[config.mk]
export PLATFORM = sky130hd
export DESIGN_NAME = scoreboard_display
export DESIGN_NICKNAME = d
export VERILOG_FILES = /design/src/rtl/scoreboard_display.sv
export SDC_FILE = /design/constraint.sdc
export NUM_CORES = 1
export LEC_CHECK = 0
export CORE_MARGIN = 2
export CORE_UTILIZATION = 47
export CTS_CLUSTER_DIAMETER = 100
export DETAILED_ROUTE_END_ITERATION = 16
export HOLD_SLACK_MARGIN = 0.06
export PLACE_DENSITY_LB_ADDON = 0.1
export SYNTH_ARGS = -nofsm -noshare
export SYNTH_HDL_FRONTEND = slang
export SYNTH_SLANG_ARGS = --single-unit
export TNS_END_PERCENT = 50
[constraint.sdc]
create_clock -name clk -period 1.5 [get_ports clk]
set_input_delay 0.15 -clock clk [delete_from_list [all_inputs] [get_ports clk]]
set_output_delay 0.15 -clock clk [all_outputs]
set_load 0.01 [all_outputs]
[src/rtl/scoreboard_display.sv]
// scoreboard_display
//   Counting and display end of the scoreboard path. Applies single-cycle
//   inc/dec/erase pulses to a wrap-around BCD score and drives a
//   time-multiplexed seven-segment display with leading-zero blanking.
//
// Parameters
//   DIGITS   : number of BCD digits (1..4)
//   SCAN_DIV : clock cycles each digit stays enabled (>= 1)
//
// Ports
//   clk      : clock, rising-edge
//   rst      : asynchronous active-low reset
//   inc_i    : increment pulse
//   dec_i    : decrement pulse
//   erase_i  : clear-score pulse (highest priority)
//   score_o  : BCD score, digit k in bits [4k+3:4k]
//   wrap_o   : one-cycle pulse on wrap in either direction
//   an_o     : one-hot digit enable, active-high
//   seg_o    : segments {g,f,e,d,c,b,a}, active-high
module scoreboard_display #(
  parameter int DIGITS   = 2,
  parameter int SCAN_DIV = 4
) (
  input  logic                  clk,
  input  logic                  rst,
  input  logic                  inc_i,
  input  logic                  dec_i,
  input  logic                  erase_i,
  output logic [4*DIGITS-1:0]   score_o,
  output logic                  wrap_o,
  output logic [DIGITS-1:0]     an_o,
  output logic [6:0]            seg_o
);

  localparam int SW    = 4 * DIGITS;
  localparam int DIV_W = (SCAN_DIV > 1) ? $clog2(SCAN_DIV) : 1;
  localparam int IDX_W = (DIGITS > 1) ? $clog2(DIGITS) : 1;

  // One BCD step up or down with ripple carry/borrow.
  // Returns {wrap, new_score}; wrap is the carry/borrow out of the top digit.
  function automatic logic [SW:0] bcd_step(input logic [SW-1:0] s, input logic up);
    logic [SW-1:0] res;
    logic          carry;
    logic [3:0]    dig;
    res   = s;
    carry = 1'b1;
    for (int d = 0; d < DIGITS; d++) begin
      dig = s[4*d +: 4];
      if (carry) begin
        if (up) begin
          if (dig == 4'd9) begin
            res[4*d +: 4] = 4'd0;
            carry         = 1'b1;
          end else begin
            res[4*d +: 4] = dig + 4'd1;
            carry         = 1'b0;
          end
        end else begin
          if (dig == 4'd0) begin
            res[4*d +: 4] = 4'd9;
            carry         = 1'b1;
          end else begin
            res[4*d +: 4] = dig - 4'd1;
            carry         = 1'b0;
          end
        end
      end else begin
        res[4*d +: 4] = dig;
      end
    end
    return {carry, res};
  endfunction

  // Seven-segment pattern {g..a} for a BCD digit; non-BCD values go dark.
  function automatic logic [6:0] seg_pattern(input logic [3:0] dig);
    logic [6:0] p;
    case (dig)
      4'd0:    p = 7'b0111111;
      4'd1:    p = 7'b0000110;
      4'd2:    p = 7'b1011011;
      4'd3:    p = 7'b1001111;
      4'd4:    p = 7'b1100110;
      4'd5:    p = 7'b1101101;
      4'd6:    p = 7'b1111101;
      4'd7:    p = 7'b0000111;
      4'd8:    p = 7'b1111111;
      4'd9:    p = 7'b1101111;
      default: p = 7'b0000000;
    endcase
    return p;
  endfunction

  logic [SW-1:0]     score_q, score_d;
  logic              wrap_q, wrap_d;
  logic [DIV_W-1:0]  div_q, div_d;
  logic [IDX_W-1:0]  idx_q, idx_d;
  logic [DIGITS-1:0] an_q, an_d;
  logic [6:0]        seg_q, seg_d;

  logic [SW:0]       step_up_s, step_dn_s;
  logic [DIGITS-1:0] shown_s;
  logic              any_nz_s;
  logic [3:0]        cur_digit_s;
  logic              cur_shown_s;

  // Command decode: erase wins, inc/dec only when exactly one is asserted.
  always_comb begin
    step_up_s = bcd_step(score_q, 1'b1);
    step_dn_s = bcd_step(score_q, 1'b0);
    score_d   = score_q;
    wrap_d    = 1'b0;
    if (erase_i) begin
      score_d = {SW{1'b0}};
      wrap_d  = 1'b0;
    end else if (inc_i && !dec_i) begin
      score_d = step_up_s[SW-1:0];
      wrap_d  = step_up_s[SW];
    end else if (dec_i && !inc_i) begin
      score_d = step_dn_s[SW-1:0];
      wrap_d  = step_dn_s[SW];
    end else begin
      score_d = score_q;
      wrap_d  = 1'b0;
    end
  end

  // Scan divider and digit index.
  always_comb begin
    div_d = div_q;
    idx_d = idx_q;
    if (div_q == DIV_W'(SCAN_DIV - 1)) begin
      div_d = {DIV_W{1'b0}};
      if (idx_q == IDX_W'(DIGITS - 1)) begin
        idx_d = {IDX_W{1'b0}};
      end else begin
        idx_d = idx_q + IDX_W'(1);
      end
    end else begin
      div_d = div_q + DIV_W'(1);
      idx_d = idx_q;
    end
  end

  // Display decode: blanking scans from the top digit down; a digit is shown
  // once any digit at or above it is nonzero, and digit 0 always shows.
  always_comb begin
    any_nz_s    = 1'b0;
    shown_s     = {DIGITS{1'b0}};
    cur_digit_s = 4'd0;
    cur_shown_s = 1'b0;
    an_d        = {DIGITS{1'b0}};
    for (int k = DIGITS - 1; k >= 0; k--) begin
      any_nz_s   = any_nz_s | (score_q[4*k +: 4] != 4'd0);
      shown_s[k] = any_nz_s | (k == 0);
    end
    for (int k = 0; k < DIGITS; k++) begin
      an_d[k]     = (idx_q == IDX_W'(k));
      cur_digit_s = (idx_q == IDX_W'(k)) ? score_q[4*k +: 4] : cur_digit_s;
      cur_shown_s = (idx_q == IDX_W'(k)) ? shown_s[k] : cur_shown_s;
    end
    seg_d = cur_shown_s ? seg_pattern(cur_digit_s) : 7'b0000000;
  end

  // State and output registers.
  always_ff @(posedge clk or negedge rst) begin
    if (!rst) begin
      score_q <= {SW{1'b0}};
      wrap_q  <= 1'b0;
      div_q   <= {DIV_W{1'b0}};
      idx_q   <= {IDX_W{1'b0}};
      an_q    <= {DIGITS{1'b0}};
      seg_q   <= 7'b0000000;
    end else begin
      score_q <= score_d;
      wrap_q  <= wrap_d;
      div_q   <= div_d;
      idx_q   <= idx_d;
      an_q    <= an_d;
      seg_q   <= seg_d;
    end
  end

  assign score_o = score_q;
  assign wrap_o  = wrap_q;
  assign an_o    = an_q;
  assign seg_o   = seg_q;

endmodule

### Yosys cells after proc, flatten, opt, wreduce, memory -nomap -nowiden

Memories as Yosys holds them, arrays and structs flattened.
Index checks and enable logic that the tools add are counted.

| storage, ports and cells | value |
|---|---|
| bits in registers | 21 |
| bits in latches | 0 |
| memory bits (writable) | 0 |
| ROM bits | 112 |
| output and inout port bits | 18 |
| memories kept | 1 |

Memories:

| memory | depth | width | rd ports | clocked after Yosys merged registers in | wr ports | line | RTL |
|---|---|---|---|---|---|---|---|
| (name not given) | 16 | 7 | 1 | 0 | 0 | 77 | `case (dig)` |

| operators by class | value |
|---|---|
| $add $sub $neg | 6 |
| $mul | 0 |
| divide/modulo/power cells | 0 |
| order comparisons | 0 |
| equality and inequality tests | 4 |
| shift-type cells | 0 |
| mux-type cells | 23 |
| bitwise gates (word level) | 1 |
| reduce and logical (&&, ||, !) cells | 10 |

Operators by type and width:

| operator | number |
|---|---|
| two-way mux 4 bit | 7 |
| two-way mux 8 bit | 3 |
| two-way mux 1 bit | 11 |
| adder 4 x 1 -> 4 bit (second input constant) | 2 |
| equality test 4 bit (second input constant) | 2 |
| logical NOT 4 bit | 2 |
| subtractor 4 x 1 -> 4 bit (second input constant) | 2 |
| two-way mux 7 bit | 1 |
| nonzero test 3 bit | 2 |
| nonzero test 4 bit | 1 |
| inequality test 3 bit (second input constant) | 1 |
| AND reduction 3 bit | 1 |
| adder 2 x 1 -> 2 bit (second input constant) | 1 |
| equality test 2 bit (second input constant) | 1 |
| logical AND 1 bit | 2 |
| logical NOT 1 bit | 2 |
| two-way mux 2 bit | 1 |
| adder 1 bit (second input constant) | 1 |
| NOT 1 bit | 1 |

### Longest topological paths before layout

| logic depth | value |
|---|---|
| word-level depth | 6 |
| mapped depth | 7 |

### Least setup slack after synthesis

Ideal clock, no wire load.

| timing | value |
|---|---|
| path kind | reg-to-reg |
| start | reg score_q[0], in the netlist score_o[0] |
| end | reg seg_q[3], in the netlist seg_o[3] |
| library setup time | 141 ps |
| arrival time | 1443 ps |
| data required time | 1359 ps |
| setup slack | -85 ps |
| stages on the path, launching flop included | 6 |
| period minus slack after synthesis | 1585 ps |
| cell sequence | dfrtp_1 > clkbuf_1 > mux2i_1 > ha_1 > o21ai_0 > a21oi_1 |

| on the way | value |
|---|---|
| cells in the longest elaborated chain, start to end | 3 |

Ends and longest elaborated chain:

| what | line | RTL |
|---|---|---|
| from (decl) | 93 | `logic [SW-1:0] score_q, score_d;` |
| from (signal assigned) | 167 | `score_q <= {SW{1'b0}};` |
| from (signal assigned) | 174 | `score_q <= score_d;` |
| two-way mux 4 bit | 158 | `cur_digit_s = (idx_q == IDX_W'(k)) ? score_q[4*k +: 4] : cur_digit_s;` |
| memory (16 x 7 bit) | n/a |  |
| two-way mux 7 bit | 161 | `seg_d = cur_shown_s ? seg_pattern(cur_digit_s) : 7'b0000000;` |
| via seg_d[3] | 98 | `logic [6:0] seg_q, seg_d;` |
| to (signal assigned) | 179 | `seg_q <= seg_d;` |
| to (decl) | 98 |  |

The timed path passes the listed nets, and every way through them passes these cells.
A chain may end at the register's enable or synchronous reset.

### Final worst setup path

| timing | value |
|---|---|
| start | reg score_q[4], in the netlist score_o[4] |
| end | reg score_q[7], in the netlist score_o[7] |

| on the way | value |
|---|---|
| cells in the longest elaborated chain, start to end | 6 |
| elaborated cells between the ends (all ways) | 11 |
| classes of those cells | 2 x add/sub; 1 x eq/ne; 7 x mux; 1 x reduce/logical |

Ends and longest elaborated chain:

| what | line | RTL |
|---|---|---|
| subtractor 4 x 1 -> 4 bit / logical NOT 4 bit (equally long branches) | 63, 59 |  |
| two-way mux 4 bit | 59 | `if (dig == 4'd0) begin` |
| two-way mux 4 bit | 49 | `if (carry) begin` |
| two-way mux 8 bit | 118 | `end else if (dec_i && !inc_i) begin` |
| two-way mux 8 bit (*) | 115 | `end else if (inc_i && !dec_i) begin` |
| two-way mux 8 bit (*) | 112 | `if (erase_i) begin` |

Mark *: on every way between the ends. The rest lies on a longest branch, timed or not. The select of a mux whose other input is x is not followed.

==> impl_metrics.toml <==
[route]
vias = 1242
drc = 0
drtAntennaViolNets = 0
drtPass1Iterations = 4
first_iter_violations = 32
wirelength_um = 3110
viasPerCell = 5.65
wire_per_inst_um = 14.1

[die]
start_util_pct = 48.3
die_area_um2 = 3200
io_pins = 23
die_height_um = 56.5
die_w_um = 56.5
rows = 19
core_area_um2 = 2690

[grt]
grt_util_met2_pct = 37.9
grt_pass1_wl_um = 5420
antenna_found_initial = 0
grt.met1_usage_pct = 25.0
grt_overflow = 0
busiest_layer = "met2"
met3_usage_pct = 3.92
grt_pass1_vias = 1250
track_usage_pct = 21.2
grt_max_degree = 22

[power]
peakVddDrop_v = 0.000641
cellLeakagePower_nw = 0.860
powerDensity_nw_per_um2 = 766
switchingPower_w = 0.000454
power_w = 0.00147
clkPwrFrac_pct = 19.4
p_sw_share_pct = 31.0
p_seq_share_pct = 44.3
comb_power_share_pct = 36.3
p_int_w = 0.00101

[setup_path]
worstSetupStartpoint = "score_o[4]$_DFFE_PN0P_"
critPathTopFamily = "simple AND/OR/NAND/NOR gates"
reg2reg_from = "score_o[4]$_DFFE_PN0P_"
reg2reg_slack_ns = -0.08
worstPathRequired_ns = 1.74
critical_path.max_fanout = 2
crit_arrival_ns = 1.82
path_buf_inv = 1
cp_slowest_cell = "or4_4"
reg2reg_depth = 4
worst_setup_path_start_kind = "flip-flop"
crit_chain = "buf_4 > or4_4 > a2111o_1 > o21ai_1"
end_kind = "flip-flop"
r2r-end = "score_o[7]$_DFFE_PN0P_"
cpPeakStageDelay_ns = 0.53
worst-setup-path-type = "flip-flop to flip-flop"

[sta]
drv_slew = 0
setup_viol = 2
post-route-period-util_pct = 105
fin_skew_ns = 0.00658
period_needed_ns = 1.58
slew_headroom_pct = 77.4
fin_hold_ws_ns = 0.168
fin_ws_ns = -0.0810
fmax_mhz = 633
rsz0062_at_grt = "true"
tightest_slew_ns = 0.339
final-hold-violation-count = 0

[layout]
layoutNonFillerInstCount = 220
fin_area_um2 = 1910
fillCellCount = 204
fin_nets = 200
antenna_cells = 0
drive_gt1_share_pct = 34.4
syn2layout_area_growth_pct = 47.4

[clock_network]
clkLatencyLatePin_ns = 0.30
path_clk_slew_ns = 0.13
cts_inserted_buffers = 3
cts-root-buf = "clkbuf_4"
cts_max_level = 1
numClockSinks = 21
cts_buffer_depth = 2
cts_tree = "built"

[place]
port_buffers = 22
dp_hpwl_um = 2140
gp_congestion = 0.905
placed_cells = 208
place_area_um2 = 1720

[logic_synthesis]
yosys_warnings = 0
syn_nets = 148
synth_fa_ha_area_share_pct = 4.82
syn_inst = 138
synth_top_family_by_area = "simple AND/OR/NAND/NOR gates"
synth_compound_area_share_pct = 17.9
synth_area_um2 = 1300
synth_edf_count = 0
syn_area_per_cell_um2 = 9.40
yosys.area_share.simple_pct = 21.2
async_flop_share_pct = 100
synth.area.mux_share_pct = 5.98
synthXorXnorAreaFrac_pct = 3.38
ys.flop_type = "dfrtp_1"
seq_area_frac_synth_pct = 40.5
ys_ff_latch = 21
synthDistinctLibCells = 46

[status]
outcome = "finished with violations"
failed_checks = "negative setup slack"

[flow_run]
maxCapViolCount = 0

[min_path]
hold_class = "primary input to asynchronous set/reset pin"
## layer usage
layer  part of all wire (%)  wire, um
met4                    1.0        31
met5                      0         0
met1                     43      1340
met3                    2.5        77
met2                     53      1660
## power groups by stage
stage          logic [W]  registers (W)  clock network [W]
2_1_floorplan   0.000212       0.000673                  0
3_3_place_gp    0.000456       0.000657                  0
3_5_place_dp    0.000464       0.000660                  0
6_report        0.000532       0.000650           0.000284
5_1_grt         0.000582       0.000656           0.000314
4_1_cts         0.000488       0.000646           0.000298
## cells in the final DEF, fill, tap and decap left out, types with 2 or more instances in the layout
master,count
a211oi_1,2
a21oi_1,9
a21oi_2,3
and4b_1,2
buf_4,33
buf_6,4
clkbuf_4,3
clkdlybuf4s50_1,16
dfrtp_1,15
dfrtp_2,6
dlygate4sd2_1,4
dlymetal6s2s_1,2
ha_1,4
inv_1,4
mux2_2,2
mux2i_1,2
nand2_1,8
nand2b_1,3
nand3_1,5
nor2_1,9
nor2b_1,2
nor3_1,4
o21ai_0,8
o21ai_1,2
xor2_1,4
## how the worst max path moves through the flow
stage                                   endpoint  cells past startpoint
after global placement    score_o[7]$_DFFE_PN0P_                      5
after global routing      score_o[7]$_DFFE_PN0P_                      4
after detailed placement  score_o[5]$_DFFE_PN0P_                      5
after CTS                 score_o[7]$_DFFE_PN0P_                      4
after floorplan           score_o[7]$_DFFE_PN0P_                      4
final                     score_o[7]$_DFFE_PN0P_                      4
## registers in the layout, indices dropped and copies added (netlist names)
signal and count:
score_o 8, an_o 2, idx_q 1, seg_o 7
div_q 2, wrap_o 1
## cell type report
| type | instances | area (um2) | share of cell area, % |
|---|---|---|---|
| timing repair buffer | 59 | 513 | 26.8 |
| clock buffer | 4 | 26.3 | 1.37 |
| multi-input combinational | 100 | 783 | 40.9 |
| sequential | 21 | 533 | 27.9 |
| tap | 31 | 38.8 | 2.03 |
| inverter | 5 | 18.8 | 0.981 |
## repair_timing
item | in CTS | in global routing
hold buffers | 0 | 0
pin swaps | 0 | 8
gates cloned | 0 | 0
setup endpoints to repair | 10 | 14
gates resized for setup | 10 | 22
buffers inserted | 7 | 2
## stage by stage
stage	TNS (ns)	setup slack (ns)	util, %
floorplan	-0.0762	-0.0484	-
CTS	-0.0878	-0.0878	67.6
global placement	-0.913	-0.210	64.2
detailed placement	-1.23	-0.255	64.2
finish	-0.143	-0.0810	71.2
global route	-0.547	-0.122	71.2
## logic make-up (layout without fill, tap and decap cells)
group,Yosys count,after routing
buffers and inverters,17,68
multiplexers,7,7
AND/OR/NAND/NOR,46,46
flip-flops,21,21
AO/OA/AOI/OAI,37,37
adder cells (fa/ha/maj),5,5
XOR/XNOR,5,5
## worst register-to-register path, cell delays in order (launching register included)
cell and delay, ns:
dfrtp_1 0.40, buf_4 0.14, or4_4 0.53, a2111o_1 0.37, o21ai_1 0.07
## cells in the mapped netlist (all sizes together), types with 2 or more instances
master  number  area share, %
a211oi       2            1.2
a21oi       12            4.6
a221oi       2            1.4
and4b        2            1.5
buf          7            3.3
clkbuf       5            1.4
dfrtp       21             41
ha           5            4.8
inv          5            1.4
mux2         3            2.6
mux2i        4            3.4
nand2        8            2.3
nand2b       3            1.4
nand3        5            1.9
nor2         9            2.6
nor2b        3            2.0
nor3         4            1.5
o21ai       11            4.2
xor2         4            2.7
(Power assumes the default switching activity.)
